### src/rtl/pwm_generator.sv
// Shared 8-bit PWM generator: prescaled period counter, wrap-shadowed duty cycle,
// and 16 registered pins selected between low, static high, or the PWM waveform.
module pwm_generator #(
  parameter int CLK_DIV = 13
) (
  input  logic        clk,
  input  logic        rst_n,
  input  logic [7:0]  en_reg_out_7_0,
  input  logic [7:0]  en_reg_out_15_8,
  input  logic [7:0]  en_reg_pwm_7_0,
  input  logic [7:0]  en_reg_pwm_15_8,
  input  logic [7:0]  pwm_duty_cycle,
  output logic [15:0] out,
  output logic        period_start
);

  localparam int PW = (CLK_DIV > 1) ? $clog2(CLK_DIV) : 1;
  localparam logic [PW-1:0] PS_LAST = PW'(CLK_DIV - 1);

  logic [PW-1:0] prescaler_r;
  logic [7:0]    pwm_cnt_r;
  logic [7:0]    duty_q_r;
  logic          tick_s;
  logic          wrap_s;
  logic          pwm_sig_s;
  logic [15:0]   en_out_s;
  logic [15:0]   en_pwm_s;
  logic [15:0]   out_next_s;

  assign en_out_s  = {en_reg_out_15_8, en_reg_out_7_0};
  assign en_pwm_s  = {en_reg_pwm_15_8, en_reg_pwm_7_0};
  assign tick_s    = (prescaler_r == PS_LAST);
  assign wrap_s    = tick_s && (pwm_cnt_r == 8'hFF);
  // Full scale is forced high so the 255->0 wrap cycle never dips low.
  assign pwm_sig_s = (duty_q_r == 8'hFF) || (pwm_cnt_r < duty_q_r);

  // Prescaler: counts 0..CLK_DIV-1 and produces one tick per wrap.
  always_ff @(posedge clk or negedge rst_n) begin
    if (!rst_n) begin
      prescaler_r <= {PW{1'b0}};
    end else if (tick_s) begin
      prescaler_r <= {PW{1'b0}};
    end else begin
      prescaler_r <= prescaler_r + 1'b1;
    end
  end

  // Period counter and duty shadow; the shadow only loads on the period wrap.
  always_ff @(posedge clk or negedge rst_n) begin
    if (!rst_n) begin
      pwm_cnt_r <= 8'd0;
      duty_q_r  <= 8'd0;
    end else begin
      if (tick_s) begin
        pwm_cnt_r <= pwm_cnt_r + 8'd1;
      end
      if (wrap_s) begin
        duty_q_r <= pwm_duty_cycle;
      end
    end
  end

  // Per-pin source select: disabled pins low, PWM pins follow the waveform, others high.
  always_comb begin
    out_next_s = 16'h0000;
    for (int i = 0; i < 16; i++) begin
      if (!en_out_s[i]) begin
        out_next_s[i] = 1'b0;
      end else if (en_pwm_s[i]) begin
        out_next_s[i] = pwm_sig_s;
      end else begin
        out_next_s[i] = 1'b1;
      end
    end
  end

  // Registered pin drive and period marker.
  always_ff @(posedge clk or negedge rst_n) begin
    if (!rst_n) begin
      out          <= 16'h0000;
      period_start <= 1'b0;
    end else begin
      out          <= out_next_s;
      period_start <= wrap_s;
    end
  end

endmodule

### config.mk
export PLATFORM = sky130hd
export DESIGN_NAME = pwm_generator
export DESIGN_NICKNAME = d
export VERILOG_FILES = /design/src/rtl/pwm_generator.sv
export SDC_FILE = /design/constraint.sdc
export NUM_CORES = 1
export LEC_CHECK = 0
export ABC_AREA = 1
export CAP_MARGIN = 10
export CORE_MARGIN = 2
export CORE_UTILIZATION = 47
export CTS_BUF_LIST = sky130_fd_sc_hd__clkbuf_8
export CTS_CLUSTER_DIAMETER = 120
export CTS_CLUSTER_SIZE = 24
export DETAILED_ROUTE_END_ITERATION = 7
export PLACE_DENSITY = 0.82
export SYNTH_ARGS = -nofsm -noshare
export SYNTH_HDL_FRONTEND = slang
export SYNTH_SLANG_ARGS = --single-unit
### constraint.sdc
create_clock -name clk -period 1.89 [get_ports clk]
set_input_delay 0.378 -clock clk [delete_from_list [all_inputs] [get_ports clk]]
set_output_delay 0.378 -clock clk [all_outputs]
set_load 0.01 [all_outputs]
==> summary.md <==
| Metric | Value |
|---|---|
| Vias per cell | `roughly 4.5` |
| Root Buffer | `clkbuf_8` |
| Die area | `roughly 0.0042 mm²` |
| Post-route insts no fill | `313` |
| First-pass GRT wire length | `6070 µm` |
| Outcome | `completed` |
| Final period utilization | `between 80% and 90%` |
| WP data required | `2120 ps` |
| Max Transition Viols Final | `0` |
| Total track usage | `about a fifth` |
| Layout net count | `~320` |
| Fillers | `280` |
| Initial antenna violation count | `0` |
| Crit path buf inv count | `1` |
| Num rows | `22` |
| Post-layout minimum cycle time | `1690 ps` |
| Die Y | `64.8 µm` |
| HP Class | `in2async` |
| Cells after synthesis | `~200` |
| CP max stage delay | `390 ps` |
| Reg clk slew, reported paths | `about 70 ps` |
| Crit-path cells | `inv_1 -> ha_1 -> nand3_4 -> nor3_4 -> nand3_2 -> nor3_4 -> nand2_1 -> nand2_1` |
| Max-slew headroom | `slightly above 70%` |
| RR Startpoint | `prescaler_r[0]` |
| Worst-margin pin slew | `between 400 and 500 ps` |
| Vias in the first global route | `1392` |
| Routed Antenna Nets | `0` |
| Power Dens Cells | `roughly 670 mW/mm²` |
| Mapped Area | `between 0.0015 and 0.002 mm²` |
| Clock Latency Late Sink | `between 200 and 300 ps` |
| H-tree Lvls | `2` |
| Commonest non-fill, non-tap cell in the layout | `nand2_1` |
| Gate power share | `between 9 and 10%` |
| RSZ-0062 raised after global routing | `false` |
| CP top delay family | `simple AND/OR/NAND/NOR gates` |
| CTS tree | `done` |
| Flop-to-flop setup slack | `200 ps` |
| Most frequent cells in the layout | `nand2_1, clkdlybuf4s50_1, inv_1` |
| Critical Path Source | `prescaler_r[0]` |
| Drt pass-1 iters | `4` |
| Reg-to-Reg End | `duty_q_r[6]` |
| Layout area overhead | `44.7%` |
| Clock sinks | `37` |
| Post-cts resize count | `0` |
| Core Region | `approximately 0.0036 mm²` |
| Initial core utilization | `approximately 48%` |
| # port buffers | `58` |
| Fin Setup TNS | `0 ps` |
| Residual DRC | `0` |
| Switching Power | `between 0.3 and 0.4 mW` |
| Drt wl/cell | `~11 µm` |
| Largest net degree at the start of global routing | `21` |
| # setup viols final | `0` |
| Final Hold Fails | `0` |
| WL final | `approximately 3500 µm` |
| Fraction of layout cells with a size suffix above 1 | `under 10%` |
| Antenna cell count | `0` |
| 1st-iter DRT viols | `roughly 70` |
| Max-cap viol count | `0` |
| Worst Setup Start Kind | `flip-flop` |
| GRT Residual Overflow | `0` |
| Mapped Nets | `250` |
| VDD IR max | `455 µV` |
| Critical path class | `reg2reg` |
| Arr. time, crit path | `between 1500 and 2000 ps` |
| Hold-fix buffer count after cts | `0` |
| Worst Skew | `2.58 ps` |
| Syn_area_per_cell | `8.78 µm²` |
| Post-CTS setup buffer count | `0` |
| Reg2reg path depth | `8` |
| Placed Cells | `305` |
| Switch share | `between 15 and 20%` |
| Inserted Clock Buffers | `5` |
| Clock power frac | `about two fifths` |
| Sequential area share after synthesis | `between 50% and 60%` |
| Sequential share of power | `between 40% and 50%` |
| Crit Path Max Fanout | `9` |
| Total number of vias | `roughly 1400` |
| Maximum clock path buffer count | `2` |
| Die Wd | `64.8 µm` |
| Internal power | `between 1 and 1.5 mW` |
| Synth cell types | `17` |
| Detailed Place HPWL | `2650 µm` |
| Max Fclk | `between 0.5 and 0.6 GHz` |
| Placer Congestion | `0.845` |
| # IOs | `59` |
| CP max-delay cell | `dfrtp_1` |
| Register bit total from synthesis | `37` |
| Setup crit end kind | `flip-flop` |
| Pleak | `around 1.3 nW` |
| Synth Warn # | `0` |
## worst max-delay path by stage
stage / slack (ps) / to / cells after the start
finish: 200 / duty_q_r[6] / 8
CTS: 180 / duty_q_r[6] / 8
floorplan: 350 / out[10] / 9
detailed placement: 210 / duty_q_r[0] / 8
global route: 5 / duty_q_r[6] / 8
global placement: 300 / out[13] / 9
## power groups by stage
stage                     clock, mW  sequential (mW)  combinational (mW)
after floorplan                   0            0.838              0.0127
after global placement            0            0.828               0.163
after detailed placement          0            0.829               0.164
after CTS                     0.718            0.813               0.165
after global routing          0.751            0.814               0.178
final                         0.702            0.813               0.162
## synthesized netlist by cell type, drive strengths merged
library cell  instances  area (µm²)
nor2                  5        18.8
nor3                  6        52.6
inv                  41         154
a21oi                 5        25.0
xor2                  6        52.6
nand3                20         118
nand4                 1        6.26
ha                   10         125
dfrtp                37         926
or2                   1        6.26
o21ai                 1        5.00
nor4                  1        6.26
buf                   2        10.0
nand2                62         233
## registers in the layout (all words and copies together) (netlist names)
register,count
duty_q_r,8
out,16
period_start,1
prescaler_r,4
pwm_cnt_r,8
## metrics by stage
stage / cell area (µm²) / hold WS (ps) / power, mW / util, % / setup WS (ps)
after detailed placement: 2400 / 347 / 0.993 / 66.5 / 208
after global routing: 2510 / 54.5 / 1.74 / 69.7 / 4.99
after floorplan: 1740 / 82.4 / 0.851 / - / 345
after CTS: 2510 / 31.1 / 1.70 / 69.7 / 177
final: 2510 / 19.1 / 1.68 / 69.7 / 200
after global placement: 2400 / 340 / 0.991 / 66.5 / 299
## final cells by class
class                      instances  area (µm²)  share of cell area, %
clock buffer                       6        82.6                   3.28
multi-input combinational        118         648                   25.8
sequential                        37         926                   36.8
tap                               48        60.1                   2.39
clock inverter                     2        33.8                   1.34
timing repair buffer              61         611                   24.3
inverter                          41         154                   6.12
## layer usage
| metal | vias to the layer above | track usage [%] | share of wire, % |
|---|---|---|---|
| li1 | 728 | - | - |
| met1 | 643 | 22.6 | 41 |
| met2 | 43 | 32.5 | 50 |
| met3 | 8 | 5.90 | 7.3 |
| met4 | 0 | 11.2 | 2.1 |
| met5 | - | 0 | 0 |
## cell families after synthesis
logic type / Yosys count / share of synthesized area [%]
AND/OR/NAND/NOR: 96 / 25.3
buffers and inverters: 43 / 9.43
flip-flops: 37 / 53.3
adder cells (fa/ha/maj): 10 / 7.20
AO/OA/AOI/OAI: 6 / 1.73
XOR/XNOR: 6 / 3.02
No activity file was read; power rests on OpenSTA's default activity.
